$ cat src/rtl/ddram_rd_arbiter.sv
// Two-requester byte read arbiter over one 64-bit DDRAM read channel, round-robin on misses.
// Optional per-requester line buffers enabled by defining DDRAM_RD_ARB_LINE_CACHE_EN.
//
// state  | meaning
// S_IDLE | no DDRAM access in flight; grant a pending requester
// S_WAIT | DDRAM read outstanding for the granted requester

module ddram_rd_arbiter #(
   parameter int AW = 18
) (
   input  logic          clk_sys,
   input  logic          reset_n,
   input  logic          flush,
   input  logic [AW-1:0] a_addr,
   input  logic          a_rd,
   output logic [7:0]    a_data,
   output logic          a_rdy,
   input  logic [AW-1:0] b_addr,
   input  logic          b_rd,
   output logic [7:0]    b_data,
   output logic          b_rdy,
   output logic [AW-1:0] mem_addr,
   output logic          mem_req,
   input  logic          mem_ready,
   input  logic [63:0]   mem_dout
);

   typedef enum logic {S_IDLE = 1'b0, S_WAIT = 1'b1} state_t;

   state_t state, state_nxt;
   logic   grant, grant_nxt;     // 0 = A, 1 = B
   logic   last_grant;
   logic   hit_a, hit_b;
   logic   pend_a, pend_b;
   logic   start, fill;
   logic [7:0] hit_byte_a, hit_byte_b;
   logic [7:0] fill_byte_a, fill_byte_b;
   logic [AW-1:0] sel_addr;

   assign fill_byte_a = mem_dout[{a_addr[2:0], 3'b000} +: 8];
   assign fill_byte_b = mem_dout[{b_addr[2:0], 3'b000} +: 8];

`ifdef DDRAM_RD_ARB_LINE_CACHE_EN
   logic          valid_a, valid_b;
   logic          kill;
   logic [AW-4:0] tag_a, tag_b;
   logic [63:0]   line_a, line_b;

   // The granted requester never hits while its own fill is outstanding, so it cannot double-pulse.
   assign hit_a = a_rd && !a_rdy && valid_a && (tag_a == a_addr[AW-1:3]) &&
                  !(state == S_WAIT && grant == 1'b0);
   assign hit_b = b_rd && !b_rdy && valid_b && (tag_b == b_addr[AW-1:3]) &&
                  !(state == S_WAIT && grant == 1'b1);
   assign hit_byte_a = line_a[{a_addr[2:0], 3'b000} +: 8];
   assign hit_byte_b = line_b[{b_addr[2:0], 3'b000} +: 8];

   always_ff @(posedge clk_sys or negedge reset_n) begin
      if (!reset_n) begin
         valid_a <= 1'b0;
         valid_b <= 1'b0;
         kill    <= 1'b0;
         tag_a   <= '0;
         tag_b   <= '0;
         line_a  <= '0;
         line_b  <= '0;
      end else begin
         if (start)
            kill <= 1'b0;
         else if (flush && state == S_WAIT)
            kill <= 1'b1;
         if (fill && grant == 1'b0) begin
            line_a  <= mem_dout;
            tag_a   <= mem_addr[AW-1:3];
            valid_a <= !(kill || flush);
         end else if (flush) begin
            valid_a <= 1'b0;
         end
         if (fill && grant == 1'b1) begin
            line_b  <= mem_dout;
            tag_b   <= mem_addr[AW-1:3];
            valid_b <= !(kill || flush);
         end else if (flush) begin
            valid_b <= 1'b0;
         end
      end
   end
`else
   logic unused_flush;
   assign unused_flush = flush;
   assign hit_a        = 1'b0;
   assign hit_b        = 1'b0;
   assign hit_byte_a   = 8'h00;
   assign hit_byte_b   = 8'h00;
`endif

   // A rdy pulse blocks re-evaluation for one cycle so a held x_rd is not served twice.
   assign pend_a = a_rd && !a_rdy && !hit_a;
   assign pend_b = b_rd && !b_rdy && !hit_b;

   always_ff @(posedge clk_sys or negedge reset_n) begin
      if (!reset_n) begin
         state <= S_IDLE;
         grant <= 1'b0;
      end else begin
         state <= state_nxt;
         grant <= grant_nxt;
      end
   end

   always_comb begin
      state_nxt = state;
      grant_nxt = grant;
      case (state)
         S_IDLE: begin
            if (pend_a || pend_b) begin
               state_nxt = S_WAIT;
               grant_nxt = (pend_a && pend_b) ? !last_grant : pend_b;
            end
         end
         S_WAIT: begin
            if (mem_ready)
               state_nxt = S_IDLE;
         end
         default: state_nxt = S_IDLE;
      endcase
   end

   always_comb begin
      start    = (state == S_IDLE) && (pend_a || pend_b);
      fill     = (state == S_WAIT) && mem_ready;
      sel_addr = grant_nxt ? b_addr : a_addr;
   end

   always_ff @(posedge clk_sys or negedge reset_n) begin
      if (!reset_n) begin
         mem_req    <= 1'b0;
         mem_addr   <= '0;
         last_grant <= 1'b1;
         a_rdy      <= 1'b0;
         b_rdy      <= 1'b0;
         a_data     <= 8'h00;
         b_data     <= 8'h00;
      end else begin
         a_rdy <= 1'b0;
         b_rdy <= 1'b0;
         if (start) begin
            mem_req  <= 1'b1;
            mem_addr <= {sel_addr[AW-1:3], 3'b000};
         end
         if (fill) begin
            mem_req    <= 1'b0;
            last_grant <= grant;
         end
         if (fill && grant == 1'b0) begin
            a_data <= fill_byte_a;
            a_rdy  <= a_rd;
         end else if (hit_a) begin
            a_data <= hit_byte_a;
            a_rdy  <= 1'b1;
         end
         if (fill && grant == 1'b1) begin
            b_data <= fill_byte_b;
            b_rdy  <= b_rd;
         end else if (hit_b) begin
            b_data <= hit_byte_b;
            b_rdy  <= 1'b1;
         end
      end
   end

endmodule

$ cat config.mk
export PLATFORM = sky130hd
export DESIGN_NAME = ddram_rd_arbiter
export DESIGN_NICKNAME = d
export VERILOG_FILES = /design/src/rtl/ddram_rd_arbiter.sv
export SDC_FILE = /design/constraint.sdc
export NUM_CORES = 1
export LEC_CHECK = 0
export ABC_CLOCK_PERIOD_IN_PS = 1400
export BUFFER_PORTS_ARGS = -buffer_cell sky130_fd_sc_hd__clkbuf_2
export CORE_MARGIN = 3
export CORE_UTILIZATION = 30
export CTS_CLUSTER_DIAMETER = 150
export CTS_CLUSTER_SIZE = 24
export DETAILED_ROUTE_END_ITERATION = 7
export PLACE_DENSITY = 0.64
export SYNTH_ARGS = -nofsm -noshare
export SYNTH_HDL_FRONTEND = slang
export SYNTH_SLANG_ARGS = --single-unit
$ cat constraint.sdc
create_clock -name clk_sys -period 1.4 [get_ports clk_sys]
set_input_delay 0.28 -clock clk_sys [delete_from_list [all_inputs] [get_ports clk_sys]]
set_output_delay 0.28 -clock clk_sys [all_outputs]
set_load 0.05 [all_outputs]
==> metrics.cfg, run 1 <==
[setup_path]
cp-startpoint=last_grant$_DFFE_PN1N_
crit_type=register to register
r2r_end=mem_addr[14]$_DFFE_PN0P_
crit_end=mem_addr[14]$_DFFE_PN0P_
arrival_ps=1600
rr_worst_depth=5
r2r_start=last_grant$_DFFE_PN1N_
crit_path_start_kind=register
required_ps=1560
endpoint_kind=register
reg2reg_setup_slack_ps=-40
path_max_fanout=15

[hold_path]
hold_depth=3
hold_path.class=input port to register

[clock_network]
h-tree-depth=2
cts_setup_buffers=0
clockBufferDepth=2
cts_buffers=5
clk_pin_slew_ps=70
clock_sinks=37
clockRootBuffer=clkbuf_8
cts_tree=done
worstSkewPairLatency_ps=280

[grt]
grt_pass1_vias=2596
antenna_found_initial=0
grt_first_pass_wirelength_mm=12.3
grt_max_degree=31
global_route.usage.total_pct=15.0
gr-total-overflow=0

[synthesis]
postSynth.asyncResetShare_pct=100
ys_seq_area_share_pct=34.4
yosys_warnings=0
synth_area_leaders=dfrtp_1, mux2i_1, mux2_2, a221o_1, o22ai_1
synth_edf_count=0
syn-cell-area_um2=2690
yosysTopAreaCell=dfrtp_1
ys_dominant_reg_cell=dfrtp_1
syn_area_per_cell_um2=10.4
ys_seq_elements=37
yosysTopAreaCellShare_pct=33.4
ys_types=29
synth_cells=260

[timing]
drv_slew=0
hold_viol=0
layout_setup_ws_ps=-37.7
period_share_pct=103
relSlewSlack_pct=57.8
tightest_slew_ps=632
setup_viol=9
min_period_ps=1440
finalClockSkew_ps=5.68
fmax_mhz=696
rsz0062_at_grt=yes

[routing]
drcViolationCount=0
dr.pass1.iters=4
routed_wl_mm=7.50
wl_per_cell_um=14.8
final_antenna_net_count=0
drt_iter0_markers=40
vias=2462
via_per_inst=4.87

[placed_design]
dp_hpwl_mm=6.26
gp_congestion=0.889
place_ws_ps=-59.3
port_buffers=138
dp.cells=497

[cells_and_area]
drive_gt1_share_pct=53.4
diodes=0
fillers=833
syn_to_final_growth_pct=34.8
fin_cells=506
num-nets-final=506

[die]
io_pins=143
die_x_um=101
coreArea_um2=8460
floorplan.initialDensity_pct=31.8
die_area_um2=10200
rows=33
die_h_um=101

[run_status]
violations=setup timing
status=finished, violations left

[pwr]
p_per_area_nw_per_um2=1740
finalPower_w=0.00632
peakVddDrop_mv=0.526
p_leak_nw=1.80

[run]
max_cap_violations=0

-- layout make-up --
cell class              count  area [um2]  area share, %
flip-flops and latches     37         930           25.6
repair buffers            153         868           23.9
clock buffers               8        90.1           2.48
inverters                   3        11.3          0.310
well taps                 105         131           3.62
multi-input cells         200        1600           44.1
-- Yosys cell counts (2+ instances only) --
library cell	n
nor2b_1	2
a221o_1	16
a21oi_1	6
buf_1	2
dfrtp_1	36
nor2_1	21
o22ai_1	16
buf_8	3
a21o_1	2
mux2i_1	47
buf_6	4
clkbuf_1	4
mux2_2	32
nand2_1	21
o21ai_1	16
inv_1	3
nand2b_1	2
buf_12	2
buf_4	6
a21oi_2	10
-- critical path, cell delays in order, from the launching register on --
cell and delay, ps:
dfstp_2 560, nor3b_4 50, nor3_4 160, buf_12 200, mux2i_2 260, a21oi_2 70
-- sequential cells by signal (all words and copies together) (netlist names) --
signal / count
grant: 1
a_data: 8
b_data: 8
b_rdy: 1
state: 1
mem_addr: 15
a_rdy: 1
last_grant: 1
mem_req: 1
-- how the worst min path moves through the flow --
stage / startpoint / to / slack (ps)
5_1_grt: b_rd / b_rdy$_DFF_PN0_ / 220
3_5_place_dp: reset_n / mem_addr[6]$_DFFE_PN0P_ / 150
2_1_floorplan: reset_n / a_data[0]$_DFFE_PN0P_ / -20
6_report: b_rd / b_rdy$_DFF_PN0_ / 210
3_3_place_gp: reset_n / mem_addr[6]$_DFFE_PN0P_ / 150
4_1_cts: b_rd / b_rdy$_DFF_PN0_ / 200
-- report_power, final --
group	internal (W)	total (W)	leakage, nW	switching (W)
Clock	0.000401	0.000744	0.0455	0.000343
Combinational	0.00108	0.00372	1.32	0.00264
Sequential	0.00157	0.00185	0.430	0.000280
Total	0.00305	0.00632	1.80	0.00326
-- logic make-up (layout without fill, tap and decap cells) --
| logic type | count (synthesis) | after routing | share of synthesized area, % |
|---|---|---|---|
| mux | 79 | 79 | 30.8 |
| other cells | 1 | 3 | 0.139 |
| compound gates | 66 | 66 | 17.6 |
| simple gates | 52 | 52 | 9.10 |
| flops | 37 | 37 | 34.4 |
| buf+inv | 25 | 164 | 7.94 |
-- placed cells by master, fill, tap and decap left out, types with 2 or more instances in the layout --
cell type  instances
buf_4              9
dfrtp_2            2
nand2_1           21
mux2_2            32
clkbuf_2         138
dfrtp_1           34
mux2i_1           41
nand2b_1           2
o22ai_1           16
inv_1              3
a21oi_1            6
a21oi_2           10
conb_1             3
nor2b_1            2
a21o_1             2
mux2i_2            5
buf_12             5
a221o_1           16
clkbuf_1           2
nor2_1            20
o21ai_1           16
clkbuf_8           6
-- per-stage QoR --
stage	TNS, ps	util [%]	cell area, um2	hold WS, ps
3_5_place_dp	-543	41.3	3500	154
2_1_floorplan	-2650	-	2710	-15.6
5_1_grt	-1020	42.9	3630	217
3_3_place_gp	-222	41.3	3500	153
6_report	-158	42.9	3630	213
4_1_cts	-228	42.7	3620	204
-- metal layers --
| metal | routed length [um] | vias up | global-route usage [%] |
|---|---|---|---|
| met5 | 0 | - | 0 |
| li1 | - | 1237 | - |
| met4 | 23 | 0 | 3.83 |
| met2 | 3450 | 128 | 25.4 |
| met1 | 3220 | 1095 | 18.2 |
| met3 | 807 | 2 | 5.12 |
-- repair_timing --
item                                   CTS  global route
resized for setup                        5             5
setup endpoints to repair                8            22
endpoints found under the hold margin    6             0
hold buffers                             1             0
(Power assumes the default switching activity.)
==> run 2: changes to the inputs <==
Settings changed: CTS_BUF_LIST set to sky130_fd_sc_hd__clkbuf_8.
==> run 2 against run 1 <==
  * The flow still finishes with violations (setup timing)
  * Clock power is 2% lower
  * Clock skew hardly changed
  * Via count stayed put
  * Critical path type unchanged
  * Largest cell class unchanged
  * Highest routed layer unchanged
==> metrics.cfg, run 2 (synthesized netlist as in run 1, its figures left out) <==
[timing]
relSlewSlack_pct=57.8  ; unchanged
hold_viol=0  ; unchanged
tightest_slew_ps=632  ; unchanged
period_share_pct=103  ; about the same
min_period_ps=1440  ; about the same
fmax_mhz=696  ; about the same
hold_slack_ps=213  ; about the same
setup_viol=9  ; unchanged
drv_slew=0  ; unchanged
finalClockSkew_ps=5.30  ; was 5.68 ps
layout_setup_ws_ps=-37.2  ; was -37.7 ps
rsz0062_at_grt=yes  ; unchanged

[grt]
antenna_found_initial=0  ; unchanged
global_route.usage.total_pct=15.0  ; unchanged
grt_max_degree=31  ; unchanged
grt_first_pass_wirelength_mm=12.3  ; unchanged
gr-total-overflow=0  ; unchanged
grt_pass1_vias=2596  ; unchanged

[placed_design]
dpl_cell_area_um2=3500  ; unchanged
place_ws_ps=-59.3  ; unchanged
gp_congestion=0.889  ; unchanged
port_buffers=138  ; unchanged
dp_hpwl_mm=6.26  ; unchanged

[routing]
final_antenna_net_count=0  ; unchanged
dr.pass1.iters=4  ; unchanged
via_per_inst=4.87  ; unchanged
drcViolationCount=0  ; unchanged
wl_per_cell_um=14.8  ; unchanged
drt_iter0_markers=40  ; unchanged
vias=2462  ; unchanged
routed_wl_mm=7.50  ; unchanged

[pwr]
p_per_area_nw_per_um2=1740  ; about the same
power.internal_w=0.00304  ; was 0.00305 W
p_comb_share_pct=59.0  ; was 58.9%
finalPower_w=0.00630  ; was 0.00632 W
sw_frac_of_total_pct=51.8  ; was 51.7%
peakVddDrop_mv=0.526  ; about the same
p_leak_nw=1.81  ; was 1.80 nW
p_seq_share_pct=29.4  ; was 29.3%
p_clk_share_pct=11.6  ; was 11.8%
switchingPower_w=0.00326  ; about the same

[die]
die_area_um2=10200  ; unchanged
floorplan.initialDensity_pct=31.8  ; unchanged
rows=33  ; unchanged
die_x_um=101  ; unchanged
io_pins=143  ; unchanged
die_h_um=101  ; unchanged
coreArea_um2=8460  ; unchanged

[setup_path]
required_ps=1560  ; about the same
path_max_fanout=15  ; unchanged
crit_buf_inv=1  ; unchanged
max_stage_delay_ps=560  ; about the same
endpoint_kind=register  ; unchanged
cpLargestDelayFamily=flip-flops  ; unchanged
path_cells=nor3b_4 -> nor3_4 -> buf_12 -> mux2i_2 -> a21oi_2  ; unchanged
crit_type=register to register  ; unchanged
crit_path_start_kind=register  ; unchanged
arrival_ps=1600  ; about the same
cp_slowest_cell=dfstp_2  ; unchanged

[run]
max_cap_violations=0  ; unchanged

[cells_and_area]
diodes=0  ; unchanged
top_register=mem_addr  ; unchanged
largest_reg_flops=15  ; unchanged
fillers=833  ; unchanged
drive_gt1_share_pct=53.4  ; unchanged
reg_top3=mem_addr x15, a_data x8, b_data x8  ; unchanged
layout_common_cells=clkbuf_2, mux2i_1, dfrtp_1  ; unchanged
num-nets-final=506  ; unchanged
fin_area_um2=3630  ; unchanged
final_common_cell=clkbuf_2  ; unchanged
syn_to_final_growth_pct=34.8  ; unchanged

[clock_network]
clockBufferDepth=2  ; unchanged
cts_buffers=5  ; unchanged
worstSkewPairLatency_ps=280  ; about the same
h-tree-depth=2  ; unchanged
clock_sinks=37  ; unchanged
cts_tree=done  ; unchanged
clockRootBuffer=clkbuf_8  ; unchanged
clk_pin_slew_ps=70  ; about the same
cts_setup_buffers=0  ; unchanged

[run_status]
violations=setup timing  ; unchanged
status=finished, violations left  ; unchanged

[hold_path]
hold_path.class=input port to register  ; unchanged

[run 2: per-stage QoR]
step                      instances  TNS [ps]  util (%)
after floorplan                 262     -2650         -
after global placement          497      -222      41.3
after detailed placement        497      -543      41.3
after CTS                       506      -224      42.7
after global routing            506     -1020      42.9
final                           506      -154      42.9
[run 2: layout make-up]
type | count | area [um2] | area share [%]
clock buffers | 6 | 82.6 | 2.27
clock inverters | 2 | 7.51 | 0.207
inverters | 3 | 11.3 | 0.310
multi-input cells | 200 | 1600 | 44.1
flip-flops and latches | 37 | 930 | 25.6
well taps | 105 | 131 | 3.62
repair buffers | 153 | 868 | 23.9
[run 2: worst paths after layout]
kind / startpoint / end / slack (ps) / depth (start not counted)
max: last_grant$_DFFE_PN1N_ / mem_addr[14]$_DFFE_PN0P_ / -40 / 5
min: b_rd / b_rdy$_DFF_PN0_ / 210 / 3
max reg2reg: last_grant$_DFFE_PN1N_ / mem_addr[14]$_DFFE_PN0P_ / -40 / 5
min reg2reg: mem_req$_DFFE_PN0P_ / mem_req$_DFFE_PN0P_ / 480 / 1
max in group asynchronous: reset_n / a_rdy$_DFF_PN0_ / 560 / 3
min in group asynchronous: reset_n / grant$_DFF_PN0_ / 400 / 2
[run 2: timing repair]
action / CTS / global route
gates resized for setup: 5 / 5
hold endpoints to repair: 6 / 0
setup endpoints to repair: 8 / 22
hold buffers: 1 / 0
[run 2: worst min-delay path, cell delays in order]
cell      delay (ps)
clkbuf_2         100
inv_1             50
nor2_1            40
[run 2: routing by layer]
layer / vias up / global-route usage (%) / share of wire [%]
li1: 1237 / - / -
met1: 1095 / 18.2 / 43
met2: 128 / 25.4 / 46
met3: 2 / 5.12 / 11
met4: 0 / 3.83 / 0.31
met5: - / 0 / 0
[run 2: power by group through the flow]
| stage | Clock (W) | Combinational [W] | Sequential [W] |
|---|---|---|---|
| finish | 0.000730 | 0.00372 | 0.00185 |
| global route | 0.000821 | 0.00399 | 0.00193 |
| CTS | 0.000779 | 0.00374 | 0.00186 |
| detailed placement | 0 | 0.00371 | 0.00188 |
| global placement | 0 | 0.00367 | 0.00187 |
| floorplan | 0 | 0.00116 | 0.00346 |
